[src/rtl/bit_serial_adder.sv]
// Bit-serial adder: parallel operands are summed LSB-first through one full-adder
// cell and a carry flop, with results returned on a valid/ready handshake.
module bit_serial_adder #(
  parameter int WIDTH = 64
) (
  input  logic             clk,
  input  logic             rst_n,
  input  logic             start,
  input  logic [WIDTH-1:0] a,
  input  logic [WIDTH-1:0] b,
  input  logic             cin,
  output logic             in_ready,
  output logic             busy,
  output logic [WIDTH-1:0] sum,
  output logic             cout,
  output logic             ovf,
  output logic             out_valid,
  input  logic             out_ready
);

  localparam int CNT_W = $clog2(WIDTH);

  typedef enum logic [1:0] {IDLE, RUN, DONE} state_t;

  state_t             state, state_nxt;
  logic [WIDTH-1:0]   a_sh, b_sh, sum_sh;
  logic [CNT_W-1:0]   cnt;
  logic               c, c_msb;
  logic               prop, gen1, gen2, s_bit, c_nxt;

  // Full-adder cell built from two half adders and an OR.
  always_comb begin
    prop  = a_sh[0] ^ b_sh[0];
    gen1  = a_sh[0] & b_sh[0];
    s_bit = prop ^ c;
    gen2  = prop & c;
    c_nxt = gen1 | gen2;
  end

  always_ff @(posedge clk or negedge rst_n) begin
    if (!rst_n) state <= IDLE;
    else        state <= state_nxt;
  end

  always_comb begin
    state_nxt = state;
    in_ready  = 1'b0;
    busy      = 1'b0;
    out_valid = 1'b0;
    sum       = '0;
    cout      = 1'b0;
    ovf       = 1'b0;
    case (state)
      IDLE: begin
        in_ready = 1'b1;
        if (start) state_nxt = RUN;
      end
      RUN: begin
        busy = 1'b1;
        if (cnt == CNT_W'(WIDTH - 1)) state_nxt = DONE;
      end
      DONE: begin
        out_valid = 1'b1;
        sum       = sum_sh;
        cout      = c;
        ovf       = c_msb ^ c;
        if (out_ready) state_nxt = IDLE;
      end
      default: state_nxt = IDLE;
    endcase
  end

  always_ff @(posedge clk or negedge rst_n) begin
    if (!rst_n) begin
      a_sh   <= '0;
      b_sh   <= '0;
      sum_sh <= '0;
      cnt    <= '0;
      c      <= 1'b0;
      c_msb  <= 1'b0;
    end else begin
      case (state)
        IDLE: begin
          if (start) begin
            a_sh <= a;
            b_sh <= b;
            c    <= cin;
            cnt  <= '0;
          end
        end
        RUN: begin
          sum_sh <= {s_bit, sum_sh[WIDTH-1:1]};
          c      <= c_nxt;
          a_sh   <= {1'b0, a_sh[WIDTH-1:1]};
          b_sh   <= {1'b0, b_sh[WIDTH-1:1]};
          cnt    <= cnt + 1'b1;
          // Carry produced by bit WIDTH-2 is the carry into the MSB.
          if (cnt == CNT_W'(WIDTH - 2)) c_msb <= c_nxt;
        end
        default: ;
      endcase
    end
  end

endmodule

[config.mk]
export PLATFORM = sky130hd
export DESIGN_NAME = bit_serial_adder
export DESIGN_NICKNAME = d
export VERILOG_FILES = /design/src/rtl/bit_serial_adder.sv
export SDC_FILE = /design/constraint.sdc
export NUM_CORES = 1
export LEC_CHECK = 0
export ABC_CLOCK_PERIOD_IN_PS = 1430
export CAP_MARGIN = 20
export CORE_ASPECT_RATIO = 0.6
export CORE_UTILIZATION = 35
export CTS_CLUSTER_DIAMETER = 60
export DETAILED_ROUTE_END_ITERATION = 10
export GPL_TIMING_DRIVEN = 0
export SLEW_MARGIN = 10
export SYNTH_ARGS = -nofsm -noshare
export SYNTH_HDL_FRONTEND = slang
export SYNTH_SLANG_ARGS = --single-unit
[constraint.sdc]
create_clock -name clk -period 1.43 [get_ports clk]
set_input_delay 0.143 -clock clk [delete_from_list [all_inputs] [get_ports clk]]
set_output_delay 0.143 -clock clk [all_outputs]
set_load 0.05 [all_outputs]
# After elaboration in Yosys (flattened, before gate mapping)
# Cells that the tools add are included.
[classes] add_sub_neg=1 mul=0 div=0 magnitude_cmp=0 eq_ne=7 n_shift=0 n_mux=18 bitwise_logic=6 reduce_logical=5
[ops] operator="64-bit case mux with 2 select lines" n=2
[ops] operator="64-bit 2-to-1 mux" n=3
[ops] operator="6-bit equality test, second input constant" n=2
[ops] operator="6-bit case mux with 2 select lines" n=1
[ops] operator="6-bit by 1-bit adder with 6-bit output, second input constant" n=1
[ops] operator="1-bit 2-to-1 mux" n=6
[ops] operator="2-bit 2-to-1 mux" n=3
[ops] operator="6-bit 2-to-1 mux" n=1
[ops] operator="2-bit inequality test, second input constant" n=3
[ops] operator="2-bit case mux with 3 select lines" n=1
[ops] operator="2-bit AND reduction" n=2
[ops] operator="3-bit AND reduction" n=1
[ops] operator="1-bit bitwise XOR" n=3
[ops] operator="1-bit AND" n=2
[ops] operator="2-bit by 1-bit equality test with 1-bit output, second input constant" n=1
[ops] operator="2-bit equality test, second input constant" n=1
[ops] operator="2-bit zero test" n=1
[ops] operator="1-bit case mux with 2 select lines" n=1
[ops] operator="2-bit nonzero test" n=1
[ops] operator="1-bit bitwise OR" n=1
[word_totals] register_bits=202 latch_bits=0 mem_bits_rw=0 rom_bits=0 wordCells=44 mem_count=0

# Longest topological paths before layout
# Gate-level depths: netlist of run 1.
[logic_depth] depth_word=4 ltp_mapped=7

# Worst setup path before layout of run 1
# No wires, ideal clock.
[synth_path] path_type="register -> output" start="reg state[0]" end="out sum[34]" arrival_ns=1.717 required_time_ns=1.287 slack_ns=-0.430 stages_incl_launch_ff=5 path_buffers=1 cell_sequence="dfrtp_1 nand2b_1 inv_1 clkbuf_1 and2_1"
[synth_between] elab_chain_len=2
[synth_lines] item="start, declared" line="25" text="state_t state, state_nxt;"
[synth_lines] item="start signal, assigned" line="42" text="else state <= state_nxt;"
[synth_lines] item="2-bit equality test" line="53" text="case (state)"
[synth_lines] item="64-bit 2-to-1 mux" line="53"
[synth_lines] item="end, declared" line="14" text="output logic [WIDTH-1:0] sum,"
# Every way passes these cells.

# Final worst setup path of run 1
[layout_path] start="reg state[1]" end="out sum[47]"
# Same word-level chain as after synthesis.

==> results.json, run 1 <==
{
  "final_period_util": 1.34,
  "post_synth_inst_count": 1107,
  "synth_to_final_area_change_pct": 56.9,
  "cts_max_path_buffers": 3,
  "r2r-start": "state[1]",
  "grt_antenna_before_repair": 1,
  "setup.worst_path.end_class": "output pin",
  "die-height_um": 133,
  "netlist-cell-type-count": 29,
  "io_buffers": 201,
  "multi_input_comb_area_um2": 5160,
  "outcome": "finished, violations left",
  "detailedRoute.firstIterationViolations": 897,
  "core_area_um2": 27800,
  "gpl.final_weighted_congestion": 0.815,
  "clock_tree.htree_level_count": 1,
  "cap_violations": 0,
  "die_width_um": 220,
  "syn-mean-instance-area_um2": 9.01,
  "detailedPlace.worstSlack_ns": -1.22,
  "seq_area_um2": 5060,
  "total_power_per_unit_cell_area_nw_per_um2": 1540,
  "clk-insertion-delay-late_ns": 0.52,
  "crit_path_max_fanout": 5,
  "worst_slack_ns": -0.490,
  "final_max_slew_viol_count": 0,
  "design.final.nets": 1522,
  "half_perimeter_wire_length_after_placement_mm": 20.6,
  "route.detailed.wl_per_inst_um": 18.4,
  "detail_route.vias_per_cell": 5.21,
  "gr_ovfl_total": 0,
  "layout.filler_cells": 2389,
  "hp-start": "out_ready",
  "std_cell_rows": 47,
  "cp-start-kind": "flop",
  "violations": "design-rule violations, negative setup slack",
  "setup_repair_after_global_routing_missed_its_margin": "true",
  "place_inst": 1676,
  "finalSetupViolCount": 226,
  "min_period_ns": 1.92,
  "via_count": 9213,
  "async_reset_ff_frac": 1.00,
  "critPathRequiredTime_ns": 1.29,
  "setup.worst_path.start": "state[1]",
  "min_path_type": "in -> reg",
  "via_count_of_the_first_global_routing_pass": 8496,
  "cts_num_sinks": 202,
  "layout-drive-gt1-share": 0.311,
  "final_count_of_hold_timing_violations": 0,
  "synth_sequential_area_ratio": 0.507,
  "synth.cell_area_um2": 9980,
  "ys_dominant_reg_cell": "dfrtp_1",
  "floorplan.die_area_um2": 29200,
  "final_core_occ": 0.563,
  "remaining_drc_errors": 14,
  "fin_tns_setup_ns": -58.31,
  "tritoncts": "built",
  "worstSetupPathType": "reg -> out",
  "route.antenna.remaining_nets": 0,
  "cts_root_buf": "clkbuf_16",
  "clkSlewWorstSetupHoldPaths_ns": 0.06,
  "static-leakage-power_nw": 6.88,
  "final_cells": 1770,
  "max-vdd-ir-drop_uv": 1080,
  "global_route_wire_length_before_repair_mm": 49.4,
  "synth_edf_count": 0,
  "postSynthNetCount": 1243,
  "timing.fmax_mhz": 521,
  "total_routing_usage_reported_by_global_routing": 0.215,
  "finClkSkew_ns": 0.0195,
  "postRouteWirelength_mm": 32.6,
  "maxSlewHeadroom": 0.611,
  "dr.pass1.iters": 10,
  "tightestPinTransition_ns": 0.583,
  "ios": 202,
  "initial_utilization": 0.359,
  "worst_ep_arrival_time_ns": 1.78,
  "cts_inserted_buffers": 22,
  "grt_start_max_net_pins": 104,
  "ys_warn_count": 0,
  "synth.ff_latch_count": 202
}
==> synthesized netlist by cell type, types with 2 or more instances <==
cell type / count / area share
inv_1: 2 / 0.00075
nor2b_1: 129 / 0.081
a21oi_1: 129 / 0.065
and2_1: 65 / 0.041
mux2i_1: 3 / 0.0030
a22oi_1: 127 / 0.096
o21ai_0: 94 / 0.047
clkbuf_1: 41 / 0.015
ha_1: 2 / 0.0025
buf_1: 3 / 0.0011
nor2_1: 3 / 0.0011
nand2_1: 198 / 0.074
o21ai_1: 42 / 0.021
buf_4: 23 / 0.017
buf_2: 27 / 0.014
dfrtp_1: 202 / 0.51
nand2b_1: 3 / 0.0019
nand4_1: 3 / 0.0019
==> critical path, stage by stage (launching register included) <==
cell and delay [ns]:
dfrtp_1 0.39, buf_6 0.13, nand2b_4 0.08, inv_6 0.06, buf_12 0.14, clkbuf_8 0.15
and2_4 0.16, buf_8 0.14
==> state kept, by name, summed over array words and instances, names as in the netlist <==
signal / count
c: 1
sum_sh: 64
cnt: 6
state: 2
a_sh: 64
b_sh: 64
c_msb: 1
==> report_power, final <==
group | switching [mW] | internal, mW
clock network | 2.41 | 3.83
logic | 4.24 | 4.14
registers | 1.67 | 7.82
==> final cells by class <==
class | instances | area share
Antenna cell | 2 | 0.000320
Buffer | 89 | 0.0533
Clock inverter | 5 | 0.00639
Timing Repair Buffer | 260 | 0.213
Tap cell | 367 | 0.0293
Sequential cell | 202 | 0.323
Inverter | 3 | 0.00136
Multi-Input combinational cell | 808 | 0.330
Clock buffer | 34 | 0.0439
==> layout by cell type, fill, tap and decap left out, types with 6 or more instances in the layout <==
master / count
clkbuf_16: 35
buf_16: 7
clkdlybuf4s50_1: 131
a21oi_1: 6
clkbuf_8: 12
buf_2: 13
and2_2: 9
dfrtp_1: 201
buf_4: 15
o21ai_1: 127
buf_6: 39
nand2_1: 195
nor2b_1: 129
buf_12: 16
a21oi_4: 6
a21oi_2: 117
clkbuf_1: 20
buf_8: 78
and2_1: 8
clkbuf_2: 11
a22oi_1: 125
and2_4: 48
==> final timing paths <==
path,endpoint,slack [ns],cells after the start
setup / recovery,sum[47],-0.49,7
hold / removal,state[1],0.17,2
setup reg to reg,a_sh[13],-0.31,10
hold reg to reg,sum_sh[40],0.49,2
max in group asynchronous,a_sh[0],0.28,3
min in group asynchronous,sum_sh[10],0.18,2
==> per-layer routing <==
metal,GRT usage,vias up,part of all wire
li1,-,4411,-
met2,0.281,223,0.41
met1,0.365,4547,0.53
met5,0,-,0
met4,0.0333,0,0.012
met3,0.0345,32,0.044
==> timing repair <==
item | 4_1_cts | 5_1_grt
hold buffers | 1 | 0
setup buffers | 28 | 11
cloned | 18 | 10
pin swaps | 127 | 67
gates resized for setup | 917 | 96
setup endpoints to repair | 264 | 354
hold endpoints to repair | 99 | 0
==> through the flow <==
step                      total power, mW  hold WS [ns]  instance area (um2)
final                                24.1         0.174                15700
after global routing                 25.6         0.202                15700
after CTS                            23.4         0.157                15300
after detailed placement             15.9         0.249                12600
after global placement               15.6         0.456                12500
after floorplan                      13.6        -0.153                10000
==> kinds of logic after synthesis <==
kind of cell	Yosys count	synth area share
buffers and inverters	97	0.0485
and+or+nand+nor	404	0.203
muxes	5	0.00527
xor gates and xnor gates	1	0.000878
adders and majority gates	3	0.00451
AOI/OAI and AO/OA	395	0.231
DFF	202	0.507
(Power assumes the default switching activity.)
==> run 2, diff against run 1 <==
--- a/config.mk
+++ b/config.mk
@@ -9,6 +9,7 @@
 export CAP_MARGIN = 20
 export CORE_ASPECT_RATIO = 0.6
 export CORE_UTILIZATION = 35
+export CTS_BUF_LIST = sky130_fd_sc_hd__clkbuf_2
 export CTS_CLUSTER_DIAMETER = 60
 export DETAILED_ROUTE_END_ITERATION = 10
 export GPL_TIMING_DRIVEN = 0
==> results.json, run 2 (synthesis gave the netlist of run 1 again) <==
{
  "outcome": "finished, violations left",
  "violations": "design-rule violations, negative hold slack, negative setup slack",
  "detail_route.vias_per_cell": 5.09,
  "clkSlewWorstSetupHoldPaths_ns": 0.10,
  "multi_input_comb_area_um2": 5380,
  "remaining_drc_errors": 7,
  "final_period_util": 1.59,
  "critPathRequiredTime_ns": 1.29,
  "clk-insertion-delay-late_ns": 0.87,
  "gr_ovfl_total": 0,
  "layout.cells.most_common_list": "dfrtp_1, nand2_1, dlygate4sd3_1, clkdlybuf4s50_1, nor2b_1",
  "seq_area_um2": 5060,
  "cp-start-kind": "flop",
  "global_route_wire_length_before_repair_mm": 50.1,
  "maxSlewHeadroom": 0.475,
  "crit_path_max_fanout": 8,
  "gpl.final_weighted_congestion": 0.815,
  "detailedRoute.firstIterationViolations": 804,
  "cts_max_path_buffers": 3,
  "finalSetupViolCount": 204,
  "min_period_ns": 2.27,
  "via_count": 9879,
  "total_routing_usage_reported_by_global_routing": 0.217,
  "worst-path-buf-inv": 5,
  "tightestPinTransition_ns": 0.787,
  "cts_root_buf": "clkbuf_2",
  "route.antenna.remaining_nets": 0,
  "r2r-start": "state[1]",
  "via_count_of_the_first_global_routing_pass": 9053,
  "grt_start_max_net_pins": 104,
  "postRouteWirelength_mm": 34.2,
  "reg2reg_setup_slack_ns": -0.48,
  "std_cell_rows": 47,
  "final_count_of_hold_timing_violations": 99,
  "r2r_cells": 9,
  "cap_violations": 0,
  "hold_ws_ns": -0.0747,
  "cts_num_sinks": 202,
  "io_buffers": 201,
  "path_cells": "buf_6, nand2b_4, inv_8, buf_12, clkbuf_16, and2_4, buf_8",
  "tritoncts": "built",
  "setup.worst_path.end_class": "output pin",
  "max-vdd-ir-drop_uv": 667,
  "final_max_slew_viol_count": 0,
  "die_width_um": 220,
  "floorplan.die_area_um2": 29200,
  "critical_path.max_stage_delay_ns": 0.40,
  "layout-drive-gt1-share": 0.320,
  "largestRegisters": "a_sh (64), b_sh (64), sum_sh (64)",
  "critPathTopFamily": "buffers and inverters",
  "die-height_um": 133,
  "clock_tree.htree_level_count": 2,
  "critPathSlowestCell": "dfrtp_1",
  "r2r_path_end": "c_msb",
  "cts_inserted_buffers": 50,
  "initial_utilization": 0.359,
  "total_power_per_unit_cell_area_nw_per_um2": 1290,
  "timing.fmax_mhz": 440,
  "most_frequent_standard_cell_in_the_layout_excluding_fill_and_tap_cells": "dfrtp_1",
  "synth_to_final_area_change_pct": 67.6,
  "static-leakage-power_nw": 7.35,
  "core_area_um2": 27800,
  "layout.filler_cells": 2356,
  "design.final.nets": 1681,
  "dr.pass1.iters": 8,
  "worst_ep_arrival_time_ns": 2.13,
  "worstSetupPathType": "reg -> out",
  "finClkSkew_ns": 0.0507,
  "fin_tns_setup_ns": -81.69,
  "power.total_mw": 21.6,
  "ios": 202,
  "half_perimeter_wire_length_after_placement_mm": 20.6,
  "setup_repair_after_global_routing_missed_its_margin": "true",
  "worst_slack_ns": -0.841,
  "min_path_type": "in -> async",
  "route.detailed.wl_per_inst_um": 17.6,
  "postCtsHoldBufs": 131,
  "grt_antenna_before_repair": 2
}
-- run 2: worst max path at each step --
stage | startpoint | to | slack (ns) | depth (start not counted)
after floorplan | state[0] | sum[34] | -0.02 | 4
after global placement | rst_n | b_sh[38] | -8.83 | 1
after detailed placement | state[1] | sum[47] | -1.22 | 7
after CTS | state[1] | sum[12] | -0.94 | 7
after global routing | state[0] | sum[47] | -0.99 | 6
final | state[1] | sum[53] | -0.84 | 7
-- run 2: layer usage --
layer / vias up / share of wire / GRT usage / routed length [um]
met5: - / 0 / 0 / 0
met4: 0 / 0.018 / 0.0540 / 606
met3: 59 / 0.047 / 0.0434 / 1620
met2: 254 / 0.43 / 0.295 / 14600
met1: 4829 / 0.51 / 0.345 / 17300
li1: 4737 / - / - / -
-- run 2: cell type report --
type                    count  area share
multi-input cells         808       0.322
flip-flops and latches    202       0.302
repair buffers            386       0.267
plain buffers              94      0.0566
well taps                 367      0.0275
clock buffers              70      0.0209
clock inverters             8     0.00180
inverters                   3     0.00142
diodes                      2    0.000299
-- run 2: report_power, final --
group | total (mW) | leakage (nW) | switching (mW) | internal (mW)
registers | 9.59 | 2.64 | 1.79 | 7.80
clock network | 3.70 | 0.306 | 2.42 | 1.28
logic | 8.34 | 4.40 | 4.27 | 4.07
-- run 2: stage by stage --
stage | cells | setup WS, ns | area (um2) | util
2_1_floorplan | 1107 | -0.0196 | 10000 | -
3_3_place_gp | 1675 | -8.83 | 12500 | 0.450
3_5_place_dp | 1676 | -1.22 | 12600 | 0.451
4_1_cts | 1904 | -0.935 | 15200 | 0.546
5_1_grt | 1940 | -0.989 | 16700 | 0.601
6_report | 1940 | -0.841 | 16700 | 0.601
-- run 2: repair_timing --
item                                    in CTS  in global routing
cloned                                       6                 14
endpoints found under the setup margin     264                266
hold endpoints to repair                   332                 95
resized for setup                          711                363
pin swaps                                   20                141
buffers inserted                            13                 22
